## src/rtl/sample_logger_if.sv

```systemverilog
// Sample input, logger control and status signals of sample_logger.
// master drives the sample/control side; slave is the logger.
interface sample_logger_if #(
  parameter int unsigned DATA_W = 12,
  parameter int unsigned DEPTH  = 32
);
  localparam int unsigned CntW = $clog2(DEPTH) + 1;

  logic              sample_valid;
  logic [DATA_W-1:0] sample_data;
  logic [4:0]        sample_channel;
  logic [4:0]        chan_sel;
  logic              mode;
  logic              rd_step;
  logic [DATA_W-1:0] rd_data;
  logic              rd_valid;
  logic [CntW-1:0]   count;
  logic              state;
  logic              full;
  logic              empty;
  logic [DATA_W-1:0] min_val;
  logic [DATA_W-1:0] max_val;
  logic [7:0]        drop_cnt;
  logic              tick_toggle;

  modport master (
    output sample_valid, sample_data, sample_channel, chan_sel, mode, rd_step,
    input  rd_data, rd_valid, count, state, full, empty, min_val, max_val, drop_cnt,
           tick_toggle
  );

  modport slave (
    input  sample_valid, sample_data, sample_channel, chan_sel, mode, rd_step,
    output rd_data, rd_valid, count, state, full, empty, min_val, max_val, drop_cnt,
           tick_toggle
  );
endinterface

```

## src/rtl/sample_logger.sv

```systemverilog
// Periodic single-channel ADC logger: offset-corrected samples are written to a ring buffer
// on each tick and popped one at a time on rising edges of a slow rd_step input.
module sample_logger #(
  parameter int unsigned DATA_W     = 12,
  parameter int unsigned DEPTH      = 32,
  parameter int unsigned FILL_LEVEL = 30,
  parameter int unsigned OFFSET     = 3431,
  parameter int unsigned DIV        = 5000000
) (
  input  logic           clock_in,
  input  logic           reset_n,
  sample_logger_if.slave bus
);
  localparam int unsigned PtrW  = $clog2(DEPTH);
  localparam int unsigned CntW  = PtrW + 1;
  localparam int unsigned TickW = $clog2(DIV);

  localparam logic [DATA_W-1:0] OffsetW  = DATA_W'(OFFSET);
  localparam logic [CntW-1:0]   DepthC   = CntW'(DEPTH);
  localparam logic [CntW-1:0]   FillC    = CntW'(FILL_LEVEL);
  localparam logic [TickW-1:0]  TickLast = TickW'(DIV - 1);

  localparam logic StFill  = 1'b0;
  localparam logic StDrain = 1'b1;

  logic              rd_s1_q, rd_s2_q, rd_prev_q;
  logic [DATA_W-1:0] hold_q, hold_d;
  logic              held_ok_q, held_ok_d;
  logic [TickW-1:0]  tick_cnt_q, tick_cnt_d;
  logic              toggle_q;
  logic              mode_q;
  logic              state_q, state_d;
  logic [CntW-1:0]   count_q, count_d;
  logic [PtrW-1:0]   wr_ptr_q, wr_ptr_d;
  logic [PtrW-1:0]   rd_ptr_q, rd_ptr_d;
  logic [DATA_W-1:0] rd_data_q, rd_data_d;
  logic              rd_valid_q;
  logic [DATA_W-1:0] min_q, min_d;
  logic [DATA_W-1:0] max_q, max_d;
  logic [7:0]        drop_q, drop_d;
  logic [DATA_W-1:0] mem_q [DEPTH];

  logic tick, wr_req, pop_req, mode_chg, full, empty;
  logic wr_acc, pop_acc, overwrite;

  assign tick     = (tick_cnt_q == TickLast);
  assign wr_req   = tick & held_ok_q;
  assign pop_req  = rd_s2_q & ~rd_prev_q;
  assign mode_chg = (bus.mode != mode_q);
  assign full     = (count_q == DepthC);
  assign empty    = (count_q == '0);

  assign tick_cnt_d = tick ? '0 : tick_cnt_q + TickW'(1);

  // A write on the capture cycle still sees the previous hold value.
  always_comb begin
    hold_d    = hold_q;
    held_ok_d = held_ok_q;
    if (bus.sample_valid && (bus.sample_channel == bus.chan_sel)) begin
      hold_d    = (bus.sample_data < OffsetW) ? '0 : bus.sample_data - OffsetW;
      held_ok_d = 1'b1;
    end
  end

  always_comb begin
    wr_acc  = 1'b0;
    pop_acc = 1'b0;
    state_d = state_q;
    if (mode_chg) begin
      state_d = StFill;
    end else if (bus.mode) begin
      wr_acc  = wr_req;
      pop_acc = pop_req & ~empty;
      state_d = StFill;
    end else if (state_q == StFill) begin
      wr_acc = wr_req & ~full;
      if (count_q >= FillC) state_d = StDrain;
    end else begin
      pop_acc = pop_req & ~empty;
      if (empty) state_d = StFill;
    end
  end

  assign overwrite = wr_acc & full & ~pop_acc;

  always_comb begin
    count_d  = count_q;
    wr_ptr_d = wr_ptr_q;
    rd_ptr_d = rd_ptr_q;
    drop_d   = drop_q;
    if (mode_chg) begin
      count_d  = '0;
      wr_ptr_d = '0;
      rd_ptr_d = '0;
    end else begin
      if (wr_acc) wr_ptr_d = wr_ptr_q + PtrW'(1);
      if (pop_acc || overwrite) rd_ptr_d = rd_ptr_q + PtrW'(1);
      if (overwrite) begin
        if (drop_q != 8'hFF) drop_d = drop_q + 8'd1;
      end else if (wr_acc && !pop_acc) begin
        count_d = count_q + CntW'(1);
      end else if (pop_acc && !wr_acc) begin
        count_d = count_q - CntW'(1);
      end
    end
  end

  always_comb begin
    min_d     = min_q;
    max_d     = max_q;
    rd_data_d = rd_data_q;
    if (wr_acc) begin
      if (hold_q < min_q) min_d = hold_q;
      if (hold_q > max_q) max_d = hold_q;
    end
    // Reading before the same-edge write keeps a full-buffer pop on the oldest entry.
    if (pop_acc) rd_data_d = mem_q[rd_ptr_q];
  end

  always_ff @(posedge clock_in) begin
    if (!reset_n) begin
      rd_s1_q    <= 1'b0;
      rd_s2_q    <= 1'b0;
      rd_prev_q  <= 1'b0;
      hold_q     <= '0;
      held_ok_q  <= 1'b0;
      tick_cnt_q <= '0;
      toggle_q   <= 1'b0;
      // Track the live mode so leaving reset never looks like a mode change.
      mode_q     <= bus.mode;
      state_q    <= StFill;
      count_q    <= '0;
      wr_ptr_q   <= '0;
      rd_ptr_q   <= '0;
      rd_data_q  <= '0;
      rd_valid_q <= 1'b0;
      min_q      <= '1;
      max_q      <= '0;
      drop_q     <= '0;
    end else begin
      rd_s1_q    <= bus.rd_step;
      rd_s2_q    <= rd_s1_q;
      rd_prev_q  <= rd_s2_q;
      hold_q     <= hold_d;
      held_ok_q  <= held_ok_d;
      tick_cnt_q <= tick_cnt_d;
      toggle_q   <= toggle_q ^ tick;
      mode_q     <= bus.mode;
      state_q    <= state_d;
      count_q    <= count_d;
      wr_ptr_q   <= wr_ptr_d;
      rd_ptr_q   <= rd_ptr_d;
      rd_data_q  <= rd_data_d;
      rd_valid_q <= pop_acc;
      min_q      <= min_d;
      max_q      <= max_d;
      drop_q     <= drop_d;
    end
  end

  always_ff @(posedge clock_in) begin
    if (reset_n && wr_acc) mem_q[wr_ptr_q] <= hold_q;
  end

  assign bus.rd_data     = rd_data_q;
  assign bus.rd_valid    = rd_valid_q;
  assign bus.count       = count_q;
  assign bus.state       = state_q;
  assign bus.full        = full;
  assign bus.empty       = empty;
  assign bus.min_val     = min_q;
  assign bus.max_val     = max_q;
  assign bus.drop_cnt    = drop_q;
  assign bus.tick_toggle = toggle_q;
endmodule

```

## src/flat_wrapper.sv

```systemverilog
// flat-port wrapper written by rule: the top's interface ports become plain ports
module sample_logger_flat 
#(
  parameter int unsigned DATA_W     = 12,
  parameter int unsigned DEPTH      = 32,
  parameter int unsigned FILL_LEVEL = 30,
  parameter int unsigned OFFSET     = 3431,
  parameter int unsigned DIV        = 5000000
)
  (clock_in, reset_n, bus_sample_valid, bus_sample_data, bus_sample_channel, bus_chan_sel, bus_mode, bus_rd_step, bus_rd_data, bus_rd_valid, bus_count, bus_state, bus_full, bus_empty, bus_min_val, bus_max_val, bus_drop_cnt, bus_tick_toggle);
  sample_logger_if #(.DATA_W(DATA_W), .DEPTH(DEPTH)) bus_i ();
  input  logic clock_in;
  input  logic reset_n;
  input wire logic [$bits(bus_i.sample_valid)-1:0] bus_sample_valid;
  input wire logic [$bits(bus_i.sample_data)-1:0] bus_sample_data;
  input wire logic [$bits(bus_i.sample_channel)-1:0] bus_sample_channel;
  input wire logic [$bits(bus_i.chan_sel)-1:0] bus_chan_sel;
  input wire logic [$bits(bus_i.mode)-1:0] bus_mode;
  input wire logic [$bits(bus_i.rd_step)-1:0] bus_rd_step;
  output wire logic [$bits(bus_i.rd_data)-1:0] bus_rd_data;
  output wire logic [$bits(bus_i.rd_valid)-1:0] bus_rd_valid;
  output wire logic [$bits(bus_i.count)-1:0] bus_count;
  output wire logic [$bits(bus_i.state)-1:0] bus_state;
  output wire logic [$bits(bus_i.full)-1:0] bus_full;
  output wire logic [$bits(bus_i.empty)-1:0] bus_empty;
  output wire logic [$bits(bus_i.min_val)-1:0] bus_min_val;
  output wire logic [$bits(bus_i.max_val)-1:0] bus_max_val;
  output wire logic [$bits(bus_i.drop_cnt)-1:0] bus_drop_cnt;
  output wire logic [$bits(bus_i.tick_toggle)-1:0] bus_tick_toggle;
  assign bus_i.sample_valid = bus_sample_valid;
  assign bus_i.sample_data = bus_sample_data;
  assign bus_i.sample_channel = bus_sample_channel;
  assign bus_i.chan_sel = bus_chan_sel;
  assign bus_i.mode = bus_mode;
  assign bus_i.rd_step = bus_rd_step;
  assign bus_rd_data = bus_i.rd_data;
  assign bus_rd_valid = bus_i.rd_valid;
  assign bus_count = bus_i.count;
  assign bus_state = bus_i.state;
  assign bus_full = bus_i.full;
  assign bus_empty = bus_i.empty;
  assign bus_min_val = bus_i.min_val;
  assign bus_max_val = bus_i.max_val;
  assign bus_drop_cnt = bus_i.drop_cnt;
  assign bus_tick_toggle = bus_i.tick_toggle;
  sample_logger #(.DATA_W(DATA_W), .DEPTH(DEPTH), .FILL_LEVEL(FILL_LEVEL), .OFFSET(OFFSET), .DIV(DIV)) u_core (.clock_in(clock_in), .reset_n(reset_n), .bus(bus_i));
endmodule
```

## config.mk

```make
export PLATFORM = sky130hd
export DESIGN_NAME = sample_logger_flat
export DESIGN_NICKNAME = d
export VERILOG_FILES = /design/src/rtl/sample_logger_if.sv /design/src/rtl/sample_logger.sv /design/src/flat_wrapper.sv
export SDC_FILE = /design/constraint.sdc
export NUM_CORES = 1
export LEC_CHECK = 0
export CORE_MARGIN = 5
export CORE_UTILIZATION = 30
export CTS_CLUSTER_SIZE = 8
export DETAILED_ROUTE_END_ITERATION = 8
export PLACE_DENSITY_LB_ADDON = 0.05
export SYNTH_ARGS = -nofsm -noshare
export SYNTH_HDL_FRONTEND = slang
export SYNTH_SLANG_ARGS = --single-unit
```

## constraint.sdc

```tcl
create_clock -name clock_in -period 3.65 [get_ports clock_in]
set_input_delay 0.73 -clock clock_in [delete_from_list [all_inputs] [get_ports clock_in]]
set_output_delay 0.73 -clock clock_in [all_outputs]
set_load 0.03 [all_outputs]
```

==> metrics, run 1 <==
NetSw roughly 2.4 mW; GRT overflow 0; most frequent cells in the layout 384 x edfxtp_1, 107 x nor2_1, 102 x buf_4, 98 x dfxtp_1, 81 x clkdlybuf4s50_1; DR vias/cell about 4.8; CTS Buf Count 70; Seq cells post-synth ~490; post_cts resized 0; placed wire-length estimate ~35,000 µm; slew margin rel. between 30% and 40%; Leakage Power between 7 and 8 nW; IO Pins between 80 and 90; mux share of post-synthesis cell area between 10% and 20%; Routed Antenna Nets 0; layout cells sized above 1 between 10% and 20%; Die W roughly 270 µm; worst hold path type reg2reg; Mapped Nets roughly 1,300; first-pass GRT wire length ~82,000 µm; crit share post-route a little under nine tenths; port buffer count slightly above 80; sw frac about a fifth; GRT Overall Usage 15.6%; Fin. Hold Viols 0; initial antenna violation count 1; most common cell after layout, fill and taps aside edfxtp_1; die area between 0.07 and 0.08 mm²; Total Negative Setup Slacks 0 ps; status complete, no violations; startpoint types register; Clock transition at path regs approximately 60 ps; CTS max path bufs 3; post-synthesis adder-cell area fraction around 2.4%; Pwr per Cell Area 500 mW/mm²; hold_buf cts 0; RSZ-0062 raised after global routing no; Comb pwr share less than 1%; Worst Hold Endpoint u_core.rd_s2_q$_SDFF_PN0_; clk sink count a little under 500; Avg Inst Size Synth approximately 16 µm²; worst path arrival time between 3000 and 4000 ps; Synth async-reset ratio 0%; Mapped Area 0.0197 mm²; Initial Util a little under a third; skew final between 20 and 25 ps; DRT Pass-1 Iters 4; Synth Area in Simple Gates under 10%; fin util between 30% and 40%; Seq/Total Area, Yosys between 60% and 70%; placed cell area 0.0222 mm²; worst vdd ir around 0.30 mV; WHS Path Cells 1; Max-Cap Viols 0; Final Critical Period 3150 ps; Syn-to-layout area delta 23.1%; FF-to-FF path depth 12; Die Y between 200 and 300 µm; row cnt 93; H-tree lvl count 3; clk_lat worst skew between 500 and 600 ps; Synth Area in Compound Gates 6.04%; largest net degree at the start of global routing 44; DR iter-0 viols between 700 and 800; clock share of power about 50%; Routability Congestion around 0.73; Main synth FF type edfxtp_1; Req. time, crit path 4140 ps; Post-synth EDFFs 384; CORE AREA between 0.06 and 0.07 mm²; r2r startpoint u_core.bus.count[1]$_SDFFE_PP0P_; critical path endpoint category register; Nets ~1,500; CTS tree done; multi-input logic area approximately 0.0057 mm²; largest family of logic cells by synthesized area multiplexers; Worst Tran Pin Value approximately 900 ps; final hold slack 460 ps; register area between 0.01 and 0.015 mm²; XOR/XNOR Fraction of Synth Area between 2 and 2.5%; Critical R2R Capture u_core.bus.count[5]$_SDFFE_PP0P_; vias after detailed routing 11,100; min-delay src u_core.rd_s1_q$_SDFF_PN0_; Slew Limit Fails 0; critical path class reg2reg; WL/cell between 20 and 25 µm; Post-Synthesis Cells 1,235; library cells used by synthesis 59; Setup violations, final 0; R2R Setup Slk between 400 and 500 ps; sequential power share between 40% and 50%; Syn. warnings 0; vias in the first global route around 12,000; fillcell total 6,192; postcts setup bufs 0; # DRC 0; final wirelength 55,300 µm; Peak Freq approximately 320 MHz; Crit Path Max Fanout 6; Post-Layout Inst Area roughly 0.024 mm²; clk root buf clkbuf_16; P_int approximately 9.7 mW
## critical path: stages (launching register included)
cell and delay, ps:
dfxtp_1 490, nor2_1 140, a31o_2 310, a2111oi_2 440
ha_1 250, inv_1 100, ha_1 280, a21oi_1 210
o211ai_1 130, a21oi_1 190, xnor2_1 90, or3_1 300
a21oi_1 150
## flip-flops by register name, summed over array words and instances, names as in the netlist, 5 cells and up
signal	count
u_core.tick_cnt_q	23
u_core.bus.rd_data	12
u_core.mem_q	384
u_core.bus.min_val	12
u_core.bus.drop_cnt	8
u_core.hold_q	12
u_core.rd_ptr_q	5
u_core.bus.max_val	12
u_core.wr_ptr_q	5
u_core.bus.count	6
## kinds of logic after synthesis
| kind of cell | Yosys count |
|---|---|
| AOI/OAI and AO/OA | 162 |
| xor gates and xnor gates | 53 |
| adders and majority gates | 37 |
| buffers and inverters | 95 |
| DFF | 487 |
| muxes | 136 |
| and+or+nand+nor | 265 |
## cells in the mapped netlist, types with 7 or more instances
library cell  instances  area, µm²
nand2_1              67        251
dfxtp_1             103       2060
edfxtp_1            384      11500
and3_1                7       43.8
inv_1                37        139
o211ai_1             16        120
nand3_1              17       85.1
a211oi_1             16        120
o221ai_1             12        105
mux2i_1              64        641
ha_1                 36        450
buf_2                10       50.1
o22ai_1              12       75.1
nand4_1              16        100
xnor2_1              18        158
xor2_1               35        307
o21ai_0               8       40.0
a32o_1               12        120
clkbuf_1             43        161
mux4_2               72       1620
nor2_1              108        405
a21oi_1              31        155
a22oi_1              35        263
## worst max-delay path by stage
stage	from	depth (start not counted)	slack (ps)	endpoint
floorplan	u_core.bus.count[2]$_SDFFE_PP0P_	13	250	u_core.bus.count[5]$_SDFFE_PP0P_
global placement	bus_mode	13	-20	u_core.bus.count[5]$_SDFFE_PP0P_
detailed placement	bus_mode	13	-50	u_core.bus.count[5]$_SDFFE_PP0P_
CTS	u_core.bus.count[1]$_SDFFE_PP0P_	12	490	u_core.bus.count[5]$_SDFFE_PP0P_
global route	u_core.bus.count[1]$_SDFFE_PP0P_	12	230	u_core.bus.count[5]$_SDFFE_PP0P_
finish	u_core.bus.count[1]$_SDFFE_PP0P_	12	500	u_core.bus.count[5]$_SDFFE_PP0P_
## power groups by stage
| stage | clock network (mW) | logic (mW) | registers, mW |
|---|---|---|---|
| after floorplan | 0 | 0.0495 | 6.03 |
| after global placement | 0 | 0.113 | 6.03 |
| after detailed placement | 0 | 0.113 | 6.03 |
| after CTS | 6.30 | 0.113 | 5.92 |
| after global routing | 6.55 | 0.121 | 5.92 |
| final | 6.08 | 0.110 | 5.92 |
## area by class of cell
type | instances | share of cell area [%]
flip-flops and latches | 487 | 56.2
multi-input cells | 653 | 23.6
repair buffers | 186 | 6.76
inverters | 38 | 0.589
diodes | 1 | 0.0103
well taps | 855 | 4.42
clock buffers | 117 | 8.32
clock inverters | 3 | 0.140
## layer usage
layer  wire (µm)  GRT usage [%]  vias to the layer above  part of all wire [%]
met5           0              0                        -                     0
met4        1150           3.84                        0                   2.1
met3        2240           3.08                       75                   4.1
met2       26500           25.7                      219                    48
met1       25300           21.5                     5640                    46
li1            -              -                     5214                     -
## stage by stage
step,instances,worst slack (ps),total power [mW]
final,2340,497,12.1
after floorplan,1235,254,6.08
after detailed placement,2219,-52.5,6.14
after CTS,2339,489,12.3
after global placement,2219,-24.9,6.14
after global routing,2339,232,12.6
(Power assumes the default switching activity.)
==> run 2: changes to the inputs <==
--- a/config.mk
+++ b/config.mk
@@ -9,6 +9,7 @@
 export CORE_UTILIZATION = 30
 export CTS_CLUSTER_SIZE = 8
 export DETAILED_ROUTE_END_ITERATION = 8
+export GPL_ROUTABILITY_DRIVEN = 0
 export PLACE_DENSITY_LB_ADDON = 0.05
 export SYNTH_ARGS = -nofsm -noshare
 export SYNTH_HDL_FRONTEND = slang
==> results of run 2 <==
The final DEF is identical to that of run 1; final timing and power are the same.
